<file path="src/rtl/xor_ctrl_pkg.sv">
// Shared types and defaults for the XOR decrypt controller.
package xor_ctrl_pkg;

   localparam int DEF_WORD_W  = 8;
   localparam int DEF_MSG_LEN = 8;
   localparam int DEF_KEY_LEN = 3;

   typedef enum logic [2:0] {
      LOAD_MSG,
      LOAD_KEY,
      READY,
      RUN,
      DONE
   } state_t;

   // Width of a counter or address that indexes 0..limit-1, never less than 1 bit.
   function automatic int cnt_width(input int limit);
      return (limit > 1) ? $clog2(limit) : 1;
   endfunction

endpackage

</file>
<file path="src/rtl/xor_byte_buffer.sv">
// Small byte store: synchronous write, combinational read.
module xor_byte_buffer
   import xor_ctrl_pkg::*;
#(
   parameter int DEPTH = DEF_MSG_LEN,
   parameter int WIDTH = DEF_WORD_W,
   parameter int AW    = cnt_width(DEPTH)
) (
   input  logic             i_clock,
   input  logic             i_we,
   input  logic [AW-1:0]    i_waddr,
   input  logic [WIDTH-1:0] i_wdata,
   input  logic [AW-1:0]    i_raddr,
   output logic [WIDTH-1:0] o_rdata
);

   logic [WIDTH-1:0] r_mem [DEPTH];

   // Capture one byte per write strobe; contents are never cleared.
   always_ff @(posedge i_clock) begin
      if (i_we) begin
         r_mem[i_waddr] <= i_wdata;
      end
   end

   assign o_rdata = r_mem[i_raddr];

endmodule

</file>
<file path="src/rtl/xor_decrypt_ctrl.sv">
// Loads a message and a repeating key byte-by-byte, then streams msg XOR key.
module xor_decrypt_ctrl
   import xor_ctrl_pkg::*;
#(
   parameter int WORD_W  = DEF_WORD_W,
   parameter int MSG_LEN = DEF_MSG_LEN,
   parameter int KEY_LEN = DEF_KEY_LEN
) (
   input  logic              i_clock,
   input  logic              i_reset,
   input  logic [WORD_W-1:0] i_switches,
   input  logic              i_load,
   input  logic              i_start,
   output logic [WORD_W-1:0] o_display,
   output logic              o_out_valid,
   output logic              o_busy,
   output logic              o_done
);

   localparam int MW = cnt_width(MSG_LEN);
   localparam int KW = cnt_width(KEY_LEN);
   localparam logic [MW-1:0] MSG_LAST = MW'(MSG_LEN - 1);
   localparam logic [KW-1:0] KEY_LAST = KW'(KEY_LEN - 1);

   state_t            r_state, w_state_next;
   logic [MW-1:0]     r_msg_cnt, w_msg_cnt_next;
   logic [KW-1:0]     r_key_cnt, w_key_cnt_next;
   logic [MW-1:0]     r_i, w_i_next;
   logic [KW-1:0]     r_k, w_k_next;
   logic [WORD_W-1:0] r_display;
   logic              r_out_valid, r_busy, r_done;

   logic              w_msg_we, w_key_we, w_emit;
   logic [MW-1:0]     w_msg_waddr;
   logic [WORD_W-1:0] w_msg_byte, w_key_byte;

   // Reset overrides everything, including a load in the same cycle.
   xor_byte_buffer #(.DEPTH(MSG_LEN), .WIDTH(WORD_W), .AW(MW)) u_msg_buf (
      .i_clock (i_clock),
      .i_we    (w_msg_we && !i_reset),
      .i_waddr (w_msg_waddr),
      .i_wdata (i_switches),
      .i_raddr (r_i),
      .o_rdata (w_msg_byte)
   );

   xor_byte_buffer #(.DEPTH(KEY_LEN), .WIDTH(WORD_W), .AW(KW)) u_key_buf (
      .i_clock (i_clock),
      .i_we    (w_key_we && !i_reset),
      .i_waddr (r_key_cnt),
      .i_wdata (i_switches),
      .i_raddr (r_k),
      .o_rdata (w_key_byte)
   );

   // Next-state, counter and buffer-write decisions.
   always_comb begin
      w_state_next   = r_state;
      w_msg_cnt_next = r_msg_cnt;
      w_key_cnt_next = r_key_cnt;
      w_i_next       = r_i;
      w_k_next       = r_k;
      w_msg_we       = 1'b0;
      w_key_we       = 1'b0;
      w_msg_waddr    = r_msg_cnt;
      w_emit         = 1'b0;
      case (r_state)
         LOAD_MSG: begin
            if (i_load) begin
               w_msg_we = 1'b1;
               if (r_msg_cnt == MSG_LAST) begin
                  w_msg_cnt_next = '0;
                  w_state_next   = LOAD_KEY;
               end else begin
                  w_msg_cnt_next = r_msg_cnt + MW'(1);
               end
            end
         end
         LOAD_KEY: begin
            if (i_load) begin
               w_key_we = 1'b1;
               if (r_key_cnt == KEY_LAST) begin
                  w_key_cnt_next = '0;
                  w_state_next   = READY;
               end else begin
                  w_key_cnt_next = r_key_cnt + KW'(1);
               end
            end
         end
         READY: begin
            // start has priority; a simultaneous load is dropped
            if (i_start) begin
               w_state_next = RUN;
               w_i_next     = '0;
               w_k_next     = '0;
            end
         end
         RUN: begin
            w_emit   = 1'b1;
            w_k_next = (r_k == KEY_LAST) ? '0 : r_k + KW'(1);
            if (r_i == MSG_LAST) begin
               w_state_next = DONE;
               w_i_next     = '0;
               w_k_next     = '0;
            end else begin
               w_i_next = r_i + MW'(1);
            end
         end
         DONE: begin
            // load has priority: it restarts message entry with this byte in slot 0
            if (i_load) begin
               w_msg_we    = 1'b1;
               w_msg_waddr = '0;
               if (MSG_LAST == '0) begin
                  w_msg_cnt_next = '0;
                  w_state_next   = LOAD_KEY;
               end else begin
                  w_msg_cnt_next = MW'(1);
                  w_state_next   = LOAD_MSG;
               end
            end else if (i_start) begin
               w_state_next = RUN;
               w_i_next     = '0;
               w_k_next     = '0;
            end
         end
         default: w_state_next = LOAD_MSG;
      endcase
   end

   // State, counters and registered outputs.
   always_ff @(posedge i_clock) begin
      if (i_reset) begin
         r_state     <= LOAD_MSG;
         r_msg_cnt   <= '0;
         r_key_cnt   <= '0;
         r_i         <= '0;
         r_k         <= '0;
         r_display   <= '0;
         r_out_valid <= 1'b0;
         r_busy      <= 1'b0;
         r_done      <= 1'b0;
      end else begin
         r_state     <= w_state_next;
         r_msg_cnt   <= w_msg_cnt_next;
         r_key_cnt   <= w_key_cnt_next;
         r_i         <= w_i_next;
         r_k         <= w_k_next;
         if (w_emit) begin
            r_display <= w_msg_byte ^ w_key_byte;
         end
         r_out_valid <= w_emit;
         r_busy      <= w_emit;
         // done drops on the same edge that load/start leaves DONE
         r_done      <= (r_state == DONE) && (w_state_next == DONE);
      end
   end

   assign o_display   = r_display;
   assign o_out_valid = r_out_valid;
   assign o_busy      = r_busy;
   assign o_done      = r_done;

endmodule

</file>
<file path="config.mk">
export PLATFORM = sky130hd
export DESIGN_NAME = xor_decrypt_ctrl
export DESIGN_NICKNAME = d
export VERILOG_FILES = /design/src/rtl/xor_ctrl_pkg.sv /design/src/rtl/xor_byte_buffer.sv /design/src/rtl/xor_decrypt_ctrl.sv
export SDC_FILE = /design/constraint.sdc
export NUM_CORES = 1
export LEC_CHECK = 0
export ABC_AREA = 1
export CORE_MARGIN = 3
export CORE_UTILIZATION = 30
export DETAILED_ROUTE_END_ITERATION = 10
export DONT_BUFFER_PORTS = 1
export SLEW_MARGIN = 30
export SYNTH_ARGS = -nofsm -noshare
export SYNTH_HDL_FRONTEND = slang
export SYNTH_HIERARCHICAL = 1
export SYNTH_SLANG_ARGS = --single-unit
</file>
<file path="constraint.sdc">
create_clock -name i_clock -period 2.3 [get_ports i_clock]
set_input_delay 0.575 -clock i_clock [delete_from_list [all_inputs] [get_ports i_clock]]
set_output_delay 0.575 -clock i_clock [all_outputs]
set_load 0.005 [all_outputs]
</file>
==> results of run 1 <==
## cells by family (layout without fill, tap and decap cells)
kind of cell | count (synthesis) | count (layout) | share of synthesized area
AOI/OAI and AO/OA | 34 | 34 | 0.0372
xor gates and xnor gates | 8 | 8 | 0.0142
adders and majority gates | 4 | 4 | 0.0101
buffers and inverters | 122 | 135 | 0.108
DFF | 111 | 111 | 0.628
and+or+nand+nor | 241 | 241 | 0.202
## sequential cells by signal, indices dropped and copies added, names as in the netlist
| register | count |
|---|---|
| o_done | 1 |
| r_k | 2 |
| o_busy | 1 |
| r_msg_cnt | 3 |
| u_key_buf/r_mem | 24 |
| o_display | 8 |
| r_state | 3 |
| r_i | 3 |
| u_msg_buf/r_mem | 64 |
| r_key_cnt | 2 |
## layer usage
layer / track usage / vias to the layer above / routed length (um)
met1: 0.150 / 1504 / 4650
li1: - / 1654 / -
met3: 0.0428 / 7 / 622
met4: 0.0345 / 0 / 95
met5: 0 / - / 0
met2: 0.191 / 79 / 4730
## report_power, final
group	internal [W]	switching (W)	total (W)	leakage, nW
Combinational	0.0000282	0.0000548	0.0000830	1.22
Sequential	0.00219	0.00000703	0.00219	0.980
Clock	0.000804	0.000712	0.00152	0.143
Total	0.00302	0.000774	0.00379	2.35
## cells in the mapped netlist, drive strengths merged
cell / instances
o21ai: 12
or2: 1
nor2: 27
ha: 4
dfxtp: 23
clkbuf: 2
nor3b: 1
a211oi: 3
nand3: 49
buf: 15
a22oi: 1
a21oi: 18
inv: 105
nand3b: 1
xnor2: 8
nand2: 159
nor3: 3
edfxtp: 88
## cell usage in the layout (no fill, tap or decap)
cell / count
sky130_fd_sc_hd__nand2_1: 159
sky130_fd_sc_hd__inv_1: 98
sky130_fd_sc_hd__edfxtp_1: 88
sky130_fd_sc_hd__nand3_1: 48
sky130_fd_sc_hd__nor2_1: 26
sky130_fd_sc_hd__dfxtp_1: 23
sky130_fd_sc_hd__a21oi_1: 17
sky130_fd_sc_hd__buf_4: 14
sky130_fd_sc_hd__o21ai_0: 10
sky130_fd_sc_hd__clkbuf_16: 9
sky130_fd_sc_hd__xnor2_1: 8
sky130_fd_sc_hd__inv_2: 6
sky130_fd_sc_hd__ha_1: 4
sky130_fd_sc_hd__nor3_1: 3
sky130_fd_sc_hd__a211oi_1: 3
sky130_fd_sc_hd__inv_6: 3
sky130_fd_sc_hd__o21ai_1: 2
sky130_fd_sc_hd__clkbuf_8: 2
sky130_fd_sc_hd__nand3b_1: 1
sky130_fd_sc_hd__nand3_4: 1
sky130_fd_sc_hd__nor2_4: 1
sky130_fd_sc_hd__or2_0: 1
sky130_fd_sc_hd__a21oi_2: 1
sky130_fd_sc_hd__a22oi_1: 1
sky130_fd_sc_hd__clkinv_2: 1
sky130_fd_sc_hd__clkinvlp_4: 1
sky130_fd_sc_hd__nor3b_1: 1
sky130_fd_sc_hd__inv_4: 1
## how the worst max path moves through the flow
stage,start,endpoint,slack (ps),cells after the start
after floorplan,i_reset,u_key_buf/r_mem[1][0],110,5
after global placement,r_state[1],u_msg_buf/r_mem[7][7],450,9
after detailed placement,r_state[1],u_msg_buf/r_mem[7][2],400,9
after CTS,r_state[1],u_msg_buf/r_mem[7][1],370,9
after global routing,r_state[1],u_msg_buf/r_mem[7][1],140,9
final,r_state[1],u_msg_buf/r_mem[7][1],360,9
## final cells by class
cell class | count | share of cell area
Sequential cell | 111 | 0.567
Multi-Input combinational cell | 287 | 0.238
Inverter | 105 | 0.0725
Timing Repair Buffer | 14 | 0.0192
Clock buffer | 11 | 0.0462
Tap cell | 216 | 0.0494
Clock inverter | 5 | 0.00709
## critical path: stages (launching register included)
cell                      delay [ps]
sky130_fd_sc_hd__dfxtp_1         470
sky130_fd_sc_hd__nor2_1           90
sky130_fd_sc_hd__nand2_1         110
sky130_fd_sc_hd__inv_1            50
sky130_fd_sc_hd__nand2_1          80
sky130_fd_sc_hd__inv_1            70
sky130_fd_sc_hd__nor2_1          170
sky130_fd_sc_hd__nand2_1         100
sky130_fd_sc_hd__nor2_1          310
sky130_fd_sc_hd__buf_4           210
## through the flow
stage / setup WS (ps) / cell area, um2 / hold WS (ps)
final: 357 / 5470 / 276
after detailed placement: 398 / 5180 / 493
after CTS: 369 / 5470 / 259
after floorplan: 111 / 4940 / 451
after global placement: 445 / 5180 / 489
after global routing: 143 / 5470 / 252
==> flow_metrics.env, run 1 <==
export IMPL_status="completed"
export IMPL_synthToLayoutAreaGrowth_pct=10.8
export IMPL_clock_sinks=111
export IMPL_grt_first_pass_wirelength_mm=16.4
export IMPL_vias_post_dr=3244
export IMPL_timing_final_crit_period_ps=1940
export IMPL_initial_antenna_violation_count=0
export IMPL_tritoncts="done"
export IMPL_worstHoldEndpoint="r_i[0]"
export IMPL_critical_path_peak_fanout=6
export IMPL_drc=0
export IMPL_global_route_usage_total=0.118
export IMPL_ys_warnings_count=6
export IMPL_synth_net_count=536
export IMPL_rows=46
export IMPL_avgViaCountPerCell=4.33
export IMPL_die_area_um2=18000
export IMPL_hold_crit_start="i_reset"
export IMPL_wl_per_cell_um=13.5
export IMPL_finalCritPeriodShare=0.845
export IMPL_overflow_after_grt=0
export IMPL_top_level_ports=23
export IMPL_rsz0062_at_grt="no"
export IMPL_synth_top_cell_area_share=0.535
export IMPL_final_antenna_net_count=0
export IMPL_holdCritPathClass="primary input to flop"
export IMPL_dpl_hpwl_mm=6.99
export IMPL_crit_path_end_kind="flop"
export IMPL_fp_dieH_um=134
export IMPL_grt_max_degree=33
export IMPL_max_clock_freq_ghz=0.515
export IMPL_postCtsResizedCells=0
export IMPL_setup_viol=0
export IMPL_timing_rr_start="r_state[1]"
export IMPL_max_slew_margin_rel=0.681
export IMPL_diodes=0
export IMPL_n_fill_cell=1650
export IMPL_synth_cells=520
export IMPL_floorplan_core_area_um2=16000
export IMPL_top_post_synthesis_cells_by_area="sky130_fd_sc_hd__edfxtp_1, sky130_fd_sc_hd__nand2_1, sky130_fd_sc_hd__dfxtp_1"
export IMPL_synth_sequential_area_ratio=0.628
export IMPL_totalNegativeSetupSlack_ps=0
export IMPL_avgSynthCellArea_um2=9.50
export IMPL_ys_ff_latch=111
export IMPL_final_layout_size_suffix_gt1_frac=0.0750
export IMPL_synth_area_leader="sky130_fd_sc_hd__edfxtp_1"
export IMPL_fin_total_pwr_w=0.00379
export IMPL_1st_pass_router_iterations=5
export IMPL_required_time_of_the_critical_path_ps=2370
export IMPL_rr_endpoint="u_msg_buf/r_mem[7][1]"
export IMPL_post_synth_instance_area_um2=4940
export IMPL_io_buffers=0
export IMPL_reg2regPathDepth=9
export IMPL_total_leakage_power_nw=2.35
export IMPL_regArea_um2=3100
export IMPL_drt_initial_drc_count=206
export IMPL_critPathArrivalTime_ps=2020
export IMPL_finalClockSkew_ps=7.96
export IMPL_clk_root_buffer_cell="sky130_fd_sc_hd__clkbuf_16"
export IMPL_yosys_cell_types_count=26
export IMPL_first_global_vias=3156
export IMPL_regToRegSetupSlack_ps=360
export IMPL_fin_max_slew_vios=0
export IMPL_stdcell_count=749
export IMPL_criticalPathCategory="flop to flop"
export IMPL_multi_input_area_um2=1300
export IMPL_place_detailed_instances=733
export IMPL_detail_route_wirelength_mm=10.1
export IMPL_cts_hold_bufs=0
export IMPL_longest_clk_path_bufs=2
export IMPL_cts_repair_timing_setup_buffer_count=0
export IMPL_worst_hold_path_num_cells=1
export IMPL_worst_margin_pin_slew_ps=478
export IMPL_design_final_nets=544
export IMPL_layout_core_utilization=0.342
export IMPL_numCtsBuffers=9
export IMPL_p_per_area_nw_per_um2=693
export IMPL_worst_setup_path_start_kind="flop"
export IMPL_clkTransAtPathRegs_ps=70
export IMPL_hold_viol_final=0
export IMPL_clkLatencyLatePin_ps=360
export IMPL_ir_drop_v=0.000388
export IMPL_floorplan_initialDensity=0.309
export IMPL_drv_max_cap_violation_count=0
export IMPL_place_congestion=0.793
export IMPL_level_count_of_the_clock_h_tree=3
export IMPL_die_x_um=134
Power figures use the tool's default switching activity.
==> run 2: changes to the inputs <==
==> constraint.sdc (replaced) <==
create_clock -name i_clock -period 1.9 [get_ports i_clock]
set_input_delay 0.475 -clock i_clock [delete_from_list [all_inputs] [get_ports i_clock]]
set_output_delay 0.475 -clock i_clock [all_outputs]
set_load 0.005 [all_outputs]
==> run 2 against run 1 <==
Net effect: flip-flop and latch count did not move; hold slack lost 91 ps; critical path type unchanged; die area is the same; total power up 20%; register-to-register slack got worse by 190 ps; largest cell class unchanged; global-route usage up 0.30 points; via count fell by 0.40%; final area rose by 0.27%; highest routed layer unchanged; worst setup slack got worse by 190 ps; maximum frequency rose by 12%; non-clock buffer count unchanged; core utilization is 0.094 points higher.
==> flow_metrics.env, run 2 (synthesis results as in run 1) <==
export IMPL_worstPathCellList="inv_2 -> nand2_1 -> nor2_1 -> nand2_1 -> nor2_1 -> inv_1 -> nor3_2 -> buf_4"
export IMPL_required_time_of_the_critical_path_ps=1960
export IMPL_largest_register="u_msg_buf/r_mem"
export IMPL_tritoncts="done"
export IMPL_final_layout_size_suffix_gt1_frac=0.0808
export IMPL_sw_frac_of_total=0.211
export IMPL_standard_cell_with_the_maximum_stage_delay_on_the_critical_path="sky130_fd_sc_hd__dfxtp_1"
export IMPL_level_count_of_the_clock_h_tree=3
export IMPL_detailed_place_area_um2=5200
export IMPL_post_route_cell_area_um2=5490
export IMPL_wl_per_cell_um=14.1
export IMPL_design_final_nets=544
export IMPL_share_clk_of_total_power=0.394
export IMPL_initial_antenna_violation_count=0
export IMPL_finalClockSkew_ps=6.81
export IMPL_first_global_vias=3061
export IMPL_stdcell_count=748
export IMPL_total_leakage_power_nw=2.35
export IMPL_overflow_after_grt=0
export IMPL_clkLatencyLatePin_ps=350
export IMPL_1st_pass_router_iterations=5
export IMPL_die_x_um=134
export IMPL_longest_clk_path_bufs=2
export IMPL_place_detailed_instances=733
export IMPL_global_route_usage_total=0.121
export IMPL_vias_post_dr=3231
export IMPL_largest_register_ff_count=64
export IMPL_ir_drop_v=0.000474
export IMPL_crit_path_end_kind="flop"
export IMPL_clock_sinks=111
export IMPL_clkTransAtPathRegs_ps=70
export IMPL_holdCritPathClass="primary input to flop"
export IMPL_final_cell_mix="sky130_fd_sc_hd__nand2_1, sky130_fd_sc_hd__inv_1, sky130_fd_sc_hd__edfxtp_1"
export IMPL_fp_dieH_um=134
export IMPL_p_per_area_nw_per_um2=829
export IMPL_drc=0
export IMPL_dpl_hpwl_mm=7.37
export IMPL_critical_path_peak_fanout=8
export IMPL_final_antenna_net_count=0
export IMPL_criticalPathCategory="flop to flop"
export IMPL_drt_initial_drc_count=320
export IMPL_top_level_ports=23
export IMPL_grt_max_degree=35
export IMPL_timing_critical_path_slowest_cell_delay_ps=320
export IMPL_worst_setup_path_start_kind="flop"
export IMPL_fin_max_slew_vios=0
export IMPL_diodes=0
export IMPL_die_area_um2=18000
export IMPL_critPathArrivalTime_ps=1800
export IMPL_switching_power_w=0.000958
export IMPL_io_buffers=0
export IMPL_rows=46
export IMPL_totalNegativeSetupSlack_ps=0
export IMPL_floorplan_initialDensity=0.309
export IMPL_floorplan_core_area_um2=16000
export IMPL_avgViaCountPerCell=4.32
export IMPL_hold_viol_final=0
export IMPL_synthToLayoutAreaGrowth_pct=11.1
export IMPL_rsz0062_at_grt="no"
export IMPL_internal_power_w=0.00359
export IMPL_finalCritPeriodShare=0.914
export IMPL_numCtsBuffers=9
export IMPL_clk_root_buffer_cell="sky130_fd_sc_hd__clkbuf_16"
export IMPL_detail_route_wirelength_mm=10.6
export IMPL_grt_first_pass_wirelength_mm=16.7
export IMPL_place_congestion=0.857
export IMPL_timing_final_crit_period_ps=1740
export IMPL_mostFrequentLayoutCell="sky130_fd_sc_hd__nand2_1"
export IMPL_worst_margin_pin_slew_ps=382
export IMPL_share_seq_of_total_power=0.584
export IMPL_status="completed"
export IMPL_combinational_share_of_power=0.023
export IMPL_setup_viol=0
export IMPL_drv_max_cap_violation_count=0
export IMPL_max_clock_freq_ghz=0.576
export IMPL_max_slew_margin_rel=0.745
## run 2: cell types whose count changed in the layout (fill, tap and decap cells not counted), sizes merged
cell / delta
clkinv: +2
inv: -1
clkbuf: -2
## run 2: through the flow
step	util	worst slack, ps	total power, W	hold WS, ps
floorplan	-	60.2	0.00278	451
global placement	0.325	169	0.00281	493
detailed placement	0.325	160	0.00281	503
CTS	0.343	143	0.00458	169
global route	0.343	16.6	0.00470	165
finish	0.343	163	0.00455	185
## run 2: path summary, 6_finish.rpt
path | end | cells past startpoint | from | slack [ps]
worst max register to register | u_key_buf/r_mem[0][1] | 8 | r_state[2] | 160
worst max-delay path | u_key_buf/r_mem[0][1] | 8 | r_state[2] | 160
worst min register to register | r_k[1] | 2 | r_k[1] | 510
worst min-delay path | r_state[0] | 1 | i_reset | 190
## run 2: metal layers
metal	vias to the layer above	track usage	part of all wire
met5	-	0	0
met4	0	0.0345	0.016
met3	17	0.0311	0.055
met2	78	0.188	0.46
met1	1482	0.169	0.47
li1	1654	-	-
## run 2: what timing repair did
item	4_1_cts	5_1_grt
setup endpoints to repair	0	51
resized for setup	0	2
buffers inserted	0	0
hold buffers	0	0
## run 2: area by class of cell
| class | count | area [um2] |
|---|---|---|
| Multi-Input combinational cell | 287 | 1310 |
| Tap cell | 216 | 270 |
| Clock inverter | 6 | 56.3 |
| Inverter | 105 | 397 |
| Timing Repair Buffer | 14 | 118 |
| Fill cell | 1650 | 10500 |
| Sequential cell | 111 | 3110 |
| Clock buffer | 9 | 225 |
## run 2: worst max-delay path, delay by kind of cell, from the launching register on
kind / cells / cell delay, ps
buffers and inverters: 3 / 400
flip-flops: 1 / 320
AND/OR/NAND/NOR: 5 / 700
## run 2: power by group through the flow
stage / clock network, W / logic, W / registers [W]
floorplan: 0 / 0.0000755 / 0.00271
global placement: 0 / 0.000100 / 0.00271
detailed placement: 0 / 0.000102 / 0.00271
CTS: 0.00182 / 0.000102 / 0.00265
global route: 0.00193 / 0.000116 / 0.00266
finish: 0.00179 / 0.000102 / 0.00265
